<file path="config.mk">
export PLATFORM = sky130hd
export DESIGN_NAME = hazard_ctrl
export DESIGN_NICKNAME = d
export VERILOG_FILES = /design/src/rtl/hazard_ctrl_pkg.sv /design/src/rtl/hazard_ctrl_perf_counter.sv /design/src/rtl/hazard_ctrl.sv
export SDC_FILE = /design/constraint.sdc
export NUM_CORES = 1
export LEC_CHECK = 0
export ABC_AREA = 1
export CORE_MARGIN = 2
export CORE_UTILIZATION = 33
export CTS_CLUSTER_SIZE = 30
export DETAILED_ROUTE_END_ITERATION = 16
export GPL_TIMING_DRIVEN = 0
export PLACE_DENSITY = 0.73
export SYNTH_ARGS = -nofsm -noshare
export SYNTH_HDL_FRONTEND = slang
export SYNTH_SLANG_ARGS = --single-unit
</file>
<file path="constraint.sdc">
create_clock -name clk_i -period 1.55 [get_ports clk_i]
set_clock_uncertainty 0.2 [all_clocks]
set_input_delay 0.31 -clock clk_i [delete_from_list [all_inputs] [get_ports clk_i]]
set_output_delay 0.31 -clock clk_i [all_outputs]
set_load 0.1 [all_outputs]
</file>
<file path="src/rtl/hazard_ctrl_pkg.sv">
// Shared types and constants for the pipeline hazard sequencer.
package hazard_ctrl_pkg;

   // Encoding is visible on state_o for debug, so values are fixed.
   typedef enum logic [1:0] {
      HZ_RUN        = 2'd0,
      HZ_LOAD_STALL = 2'd1,
      HZ_FLUSH      = 2'd2,
      HZ_MEM_WAIT   = 2'd3
   } hazard_state_e;

   // Architectural zero register; never the source of a dependency.
   localparam logic [4:0] REG_ZERO = 5'd0;

endpackage

</file>
<file path="src/rtl/hazard_ctrl_perf_counter.sv">
// Free-running 32-bit event counter with enable; wraps modulo 2^32.
module perf_counter (
   input  logic        clk_i,
   input  logic        rst_ni,
   input  logic        en_i,
   output logic [31:0] cnt_o
);

   // Count one per enabled cycle.
   always_ff @(posedge clk_i or negedge rst_ni) begin
      if (!rst_ni) cnt_o <= '0;
      else if (en_i) cnt_o <= cnt_o + 32'd1;
   end

endmodule

</file>
<file path="src/rtl/hazard_ctrl.sv">
// Hazard sequencer for the 5-stage core: load-use bubbles, taken-branch
// flushes and data-memory wait freezes. Optional performance counters are
// built only when HAZARD_PERF_CNT_EN is defined.
module hazard_ctrl
   import hazard_ctrl_pkg::*;
#(
   parameter int unsigned BRANCH_PENALTY = 1,
   parameter int unsigned MEM_TIMEOUT    = 15
) (
   input  logic        clk_i,
   input  logic        rst_ni,
   input  logic        id_valid_i,
   input  logic [4:0]  id_sel_rs1_i,
   input  logic [4:0]  id_sel_rs2_i,
   input  logic        id_uses_rs1_i,
   input  logic        id_uses_rs2_i,
   input  logic        ex_valid_i,
   input  logic        ex_is_load_i,
   input  logic [4:0]  ex_sel_rd_i,
   input  logic        ex_branch_taken_i,
   input  logic        mem_req_i,
   input  logic        mem_ready_i,
   output logic        pc_stall_o,
   output logic        if_id_stall_o,
   output logic        if_id_flush_o,
   output logic        id_ex_flush_o,
   output logic        ex_mem_stall_o,
   output logic        mem_wb_flush_o,
   output logic [1:0]  state_o,
   output logic        timeout_err_o,
   output logic [31:0] stall_cnt_o,
   output logic [31:0] flush_cnt_o
);

   // Extra flush cycles after the branch cycle itself.
   localparam logic [2:0] FLUSH_RELOAD = 3'(BRANCH_PENALTY - 1);
   localparam logic [7:0] TIMEOUT_LIM  = 8'(MEM_TIMEOUT);

   hazard_state_e state_q, state_d;
   logic [2:0]    flush_left_q, flush_left_d;
   logic [7:0]    wait_cnt_q, wait_cnt_d;
   logic          timeout_q, timeout_d;

   logic mem_wait;
   logic branch_taken;
   logic load_use;

   assign mem_wait     = mem_req_i & ~mem_ready_i;
   assign branch_taken = ex_branch_taken_i & ex_valid_i;
   assign load_use     = ex_valid_i & ex_is_load_i & (ex_sel_rd_i != REG_ZERO) & id_valid_i &
                         ((id_uses_rs1_i & (id_sel_rs1_i == ex_sel_rd_i)) |
                          (id_uses_rs2_i & (id_sel_rs2_i == ex_sel_rd_i)));

   // Next-state and control outputs: memory wait, then branch, then state-specific rules.
   always_comb begin
      // NOTE: every signal assigned here gets a default first, so no path can infer a latch.
      pc_stall_o     = 1'b0;
      if_id_stall_o  = 1'b0;
      if_id_flush_o  = 1'b0;
      id_ex_flush_o  = 1'b0;
      ex_mem_stall_o = 1'b0;
      mem_wb_flush_o = 1'b0;
      state_d        = state_q;
      flush_left_d   = flush_left_q;
      wait_cnt_d     = '0;
      timeout_d      = timeout_q;

      if (mem_wait) begin
         // Freeze the pipe; a branch in EX is held until the access completes.
         pc_stall_o     = 1'b1;
         if_id_stall_o  = 1'b1;
         ex_mem_stall_o = 1'b1;
         mem_wb_flush_o = 1'b1;
         state_d        = HZ_MEM_WAIT;
         wait_cnt_d     = (wait_cnt_q == 8'hFF) ? wait_cnt_q : wait_cnt_q + 8'd1;
         if (wait_cnt_d >= TIMEOUT_LIM) timeout_d = 1'b1;
      end else if (branch_taken) begin
         // Wrong-path instructions in IF/ID and ID/EX are discarded.
         if_id_flush_o = 1'b1;
         id_ex_flush_o = 1'b1;
         if (BRANCH_PENALTY > 1) begin
            state_d      = HZ_FLUSH;
            flush_left_d = FLUSH_RELOAD;
         end else begin
            state_d = HZ_RUN;
         end
      end else begin
         case (state_q)
            HZ_FLUSH: begin
               if_id_flush_o = 1'b1;
               if (flush_left_q <= 3'd1) begin
                  flush_left_d = '0;
                  state_d      = HZ_RUN;
               end else begin
                  flush_left_d = flush_left_q - 3'd1;
               end
            end
            // EX now holds the bubble, so the pair cannot collide again.
            HZ_LOAD_STALL: state_d = HZ_RUN;
            // RUN, and MEM_WAIT on the cycle the access completes.
            default: begin
               if (load_use) begin
                  pc_stall_o    = 1'b1;
                  if_id_stall_o = 1'b1;
                  id_ex_flush_o = 1'b1;
                  state_d       = HZ_LOAD_STALL;
               end else begin
                  state_d = HZ_RUN;
               end
            end
         endcase
      end
   end

   // State, flush countdown, wait counter and sticky timeout flag.
   always_ff @(posedge clk_i or negedge rst_ni) begin
      // NOTE: sequential state uses non-blocking assignments so every flop samples pre-edge values.
      if (!rst_ni) begin
         state_q      <= HZ_RUN;
         flush_left_q <= '0;
         wait_cnt_q   <= '0;
         timeout_q    <= 1'b0;
      end else begin
         state_q      <= state_d;
         flush_left_q <= flush_left_d;
         wait_cnt_q   <= wait_cnt_d;
         timeout_q    <= timeout_d;
      end
   end

   assign state_o       = state_q;
   assign timeout_err_o = timeout_q;

`ifdef HAZARD_PERF_CNT_EN
   perf_counter u_stall_cnt (
      .clk_i  (clk_i),
      .rst_ni (rst_ni),
      .en_i   (pc_stall_o),
      .cnt_o  (stall_cnt_o)
   );

   perf_counter u_flush_cnt (
      .clk_i  (clk_i),
      .rst_ni (rst_ni),
      .en_i   (if_id_flush_o),
      .cnt_o  (flush_cnt_o)
   );
`else
   assign stall_cnt_o = '0;
   assign flush_cnt_o = '0;
`endif

endmodule

</file>
==> key figures <==
Final layout
  • Number of nets at the end of the flow: 366
  • Final instance area: 2490 µm²
  • End-of-flow core utilization: 56.9%
  • Layout cell share with drive strength beyond 1: 36.9%
  • Non-Filler Instances: 388
  • Area growth from synthesis to final layout: 63.9%
  • Fill cell count: 394
  • Antenna diode instance count: 0

STA
  • Slew HR: 58.4%
  • Crit path time final: 2.28 ns
  • Min Hold Slack: 0.219 ns
  • Number of endpoints failing setup at the final stage: 9
  • Number of hold-slack violations in the final timing report: 0
  • Count of pins over their slew limit: 0
  • Final period util: 147%
  • RSZ-0062 raised after global routing: true
  • Slew @ Worst Pin: 0.622 ns
  • Worst-case setup margin in the final layout: -0.731 ns
  • Max Clock Freq: 0.438 GHz

Setup path
  • Flop2flop setup slack: -0.17 ns
  • WS Path Type: reg -> out
  • Critical path arrival: 1.77 ns
  • Count of buffering cells on the critical path with inverters included: 3
  • Worst r2r path cells: 9
  • Critical path endpoint category: primary output
  • CP max FO: 3
  • Cell repeated most along the worst path: buf_12
  • CP top delay family: flip-flops
  • Ordered cell list for the critical path: ha_4 > nand4_1 > o21bai_1 > inv_1 > nand3_2 > nand2_4 > buf_12 > buf_12
  • Beginning of the worst register-to-register path: state_o[1]
  • Capture point of the worst reg-to-reg path: state_o[0]
  • Launching element type of the critical path: register
  • Longest individual stage delay on the worst path: 0.49 ns
  • Highest-delay cell along the critical path: dfrtp_4
  • Critical path data required time: 1.04 ns

Global routing
  • Global route total overflow: 0
  • Overall global routing resource usage: 12.2%
  • Vias in the first global route: 1,330
  • Initial antenna violation count: 0
  • Met1 track demand over resource: 13.5%
  • Largest net degree at the start of global routing: 15
  • Met2 layer usage reported by global route: 23.7%
  • Global route hottest layer: met2
  • Met3 Usage GRT: 1.67%
  • First-pass GRT wire length: 5.27 mm

Synth
  • Share of the synthesized area in compound gates (AO/OA/AOI/OAI): 6.83%
  • Syn Inst Count: 226
  • Dominant combinational cell family by area after synthesis: buffers and inverters
  • Average cell area after synthesis: 6.73 µm²
  • Simple logic cell fraction of the synthesized area: 24.6%
  • Synth Warn #: 0
  • Number of library cell types mapped by synthesis: 21
  • Post-synthesis adder-cell area fraction: 3.29%
  • Xor/xnor share of the synthesized area: 0.576%
  • Portion of netlist area occupied by mux cells: 0%
  • Synthesis-stage register bit count: 14
  • Proportion of synthesized chip area in sequential cells: 23.0%
  • Synthesized area: 1520 µm²

Min path
  • Hold path endpoint: state_o[1]
  • Number of cells on the worst hold path: 4
  • HP Class: in -> reg
  • Min-delay src: mem_ready_i

Route
  • Per-cell via count in the routed design: 3.77
  • DRC violation count after routing: 0
  • Detailed Route Iter0 Violations: 44
  • Number of detailed-route iterations in the first pass: 4
  • Antenna violation net count after detailed routing: 0
  • Routed wirelength normalized by instance count: 8.45 µm
  • Vias after detailed routing: 1,463
  • Final WL: 3.28 mm

Run status
  • Result of the run: finished, violations left
  • Violations in the final reports: negative setup slack

Pwr
  • Leakage power: 0.00145 µW
  • Maximum ir drop on the vdd rail: 0.427 mV
  • Total power divided by cell area: 850 nW/µm²

Floorplanning
  • Total number of placement rows: 24
  • Die Wd: 71.9 µm
  • Initial standard-cell utilization of the core: 34.7%
  • Vertical die dimension: 71.9 µm
  • Number of primary I/O pins: 98
  • Floorplan Core Area: 4380 µm²
  • Full die area: 5170 µm²

Clock tree
  • Clock transition at the register clock pins on the worst setup and hold paths after CTS: 0.06 ns
  • Clock tree root driver cell: clkbuf_8
  • Number of clock buffers inserted by TritonCTS: 3
  • Sinks on the clock net: 14
  • CTS H-tree depth: 1
  • Hold bufs inserted after CTS: 0
  • TritonCTS clock tree: done
  • Buffers from clock root to sink, at most: 2
  • Clock latency at the later pin of the worst-skew pair: 0.24 ns

Placement
  • PortBufs: 33
  • Gpl congestion: 0.796
  • Placed cells: 374
  • Placement Setup Slack: -1.76 ns
  • DP Wirelength: 2.73 mm
  • Cell area reported after detailed placement: 2260 µm²

Job
  • Max-capacitance violation count: 0
## cells in the final DEF (no fill, tap or decap), types with 2 or more instances in the layout
master	instances
nor2_2	2
inv_2	5
clkdlybuf4s50_1	20
o21ai_2	3
nand4_1	4
nand2_2	5
conb_1	64
o21ai_1	3
inv_1	29
buf_4	74
nand3_1	8
clkbuf_8	3
a21oi_4	2
ha_1	2
dfrtp_4	2
nand2_4	2
buf_12	7
buf_6	2
nor2_1	13
nor2_4	4
o21ai_0	2
dfrtp_1	12
dlymetal6s2s_1	2
nand2_1	45
a21oi_1	4
## layout make-up
cell class | count | area, µm² | share of cell area, %
plain buffers | 66 | 520 | 20.9
inverters | 36 | 148 | 5.92
multi-input cells | 173 | 898 | 36.0
well taps | 52 | 65.1 | 2.61
repair buffers | 43 | 459 | 18.4
clock buffers | 4 | 45.0 | 1.81
flip-flops and latches | 14 | 358 | 14.4
## Yosys cell counts, drive strengths merged
master / number / area share [%]
buf: 66 / 33
nand2: 52 / 13
inv: 36 / 8.9
nor2: 19 / 6.2
dfrtp: 14 / 23
nand3: 10 / 3.3
o21ai: 9 / 3.2
a21oi: 7 / 2.3
ha: 4 / 3.3
nand4: 4 / 1.6
a31oi: 1 / 0.41
conb: 1 / 0.25
o21bai: 1 / 0.49
o22ai: 1 / 0.41
xnor2: 1 / 0.58
## stage by stage
step / power (µW) / TNS, ns
floorplan: 1600 / -4.31
detailed placement: 1750 / -15.26
global route: 2220 / -3.56
finish: 2120 / -2.85
CTS: 2090 / -3.38
global placement: 1740 / -15.16
## cell families (layout without fill, tap and decap cells)
group / after synthesis / in the layout
buffers and inverters: 102 / 149
XOR/XNOR: 1 / 1
AND/OR/NAND/NOR: 85 / 85
other: 1 / 64
AO/OA/AOI/OAI: 19 / 19
adder cells (fa/ha/maj): 4 / 4
flip-flops: 14 / 14
## metal layers
metal  part of all wire (%)  wire, µm
met5                      0         0
met4                    1.6        53
met3                    7.7       254
met2                     54      1750
met1                     37      1220
## flip-flops by register name, indices dropped and copies added (netlist names)
register       flops
flush_left_q       3
wait_cnt_q         8
timeout_err_o      1
state_o            2
## worst reg2reg max path, cell delays in order (launching register included)
cell      delay, ns
dfrtp_4        0.49
ha_4           0.26
nand4_1        0.07
o21bai_1       0.16
inv_1          0.10
nand3_2        0.10
nand2_4        0.09
buf_4          0.11
nand2_2        0.03
nand2_1        0.05
## report_power, final
part | total [µW] | internal [µW] | switching, µW
clock | 302 | 181 | 120
sequential | 460 | 418 | 42.4
combinational | 1360 | 336 | 1020
total | 2120 | 935 | 1190
## worst max path at each step
stage | start | to | slack [ns] | depth (start not counted)
2_1_floorplan | state_o[0] | id_ex_flush_o | -0.80 | 7
3_3_place_gp | ex_sel_rd_i[4] | pc_stall_o | -1.77 | 11
6_report | state_o[1] | pc_stall_o | -0.73 | 8
3_5_place_dp | ex_sel_rd_i[4] | pc_stall_o | -1.76 | 11
5_1_grt | ex_sel_rd_i[2] | pc_stall_o | -0.83 | 11
4_1_cts | state_o[1] | pc_stall_o | -0.74 | 8
## repair_timing
| action | in CTS | in global routing |
|---|---|---|
| gates resized for setup | 74 | 24 |
| pin swaps | 3 | 3 |
| setup buffers | 4 | 6 |
| endpoints found under the hold margin | 0 | 0 |
| setup endpoints to repair | 16 | 17 |
Note: power is estimated with default switching activity, not from simulation.
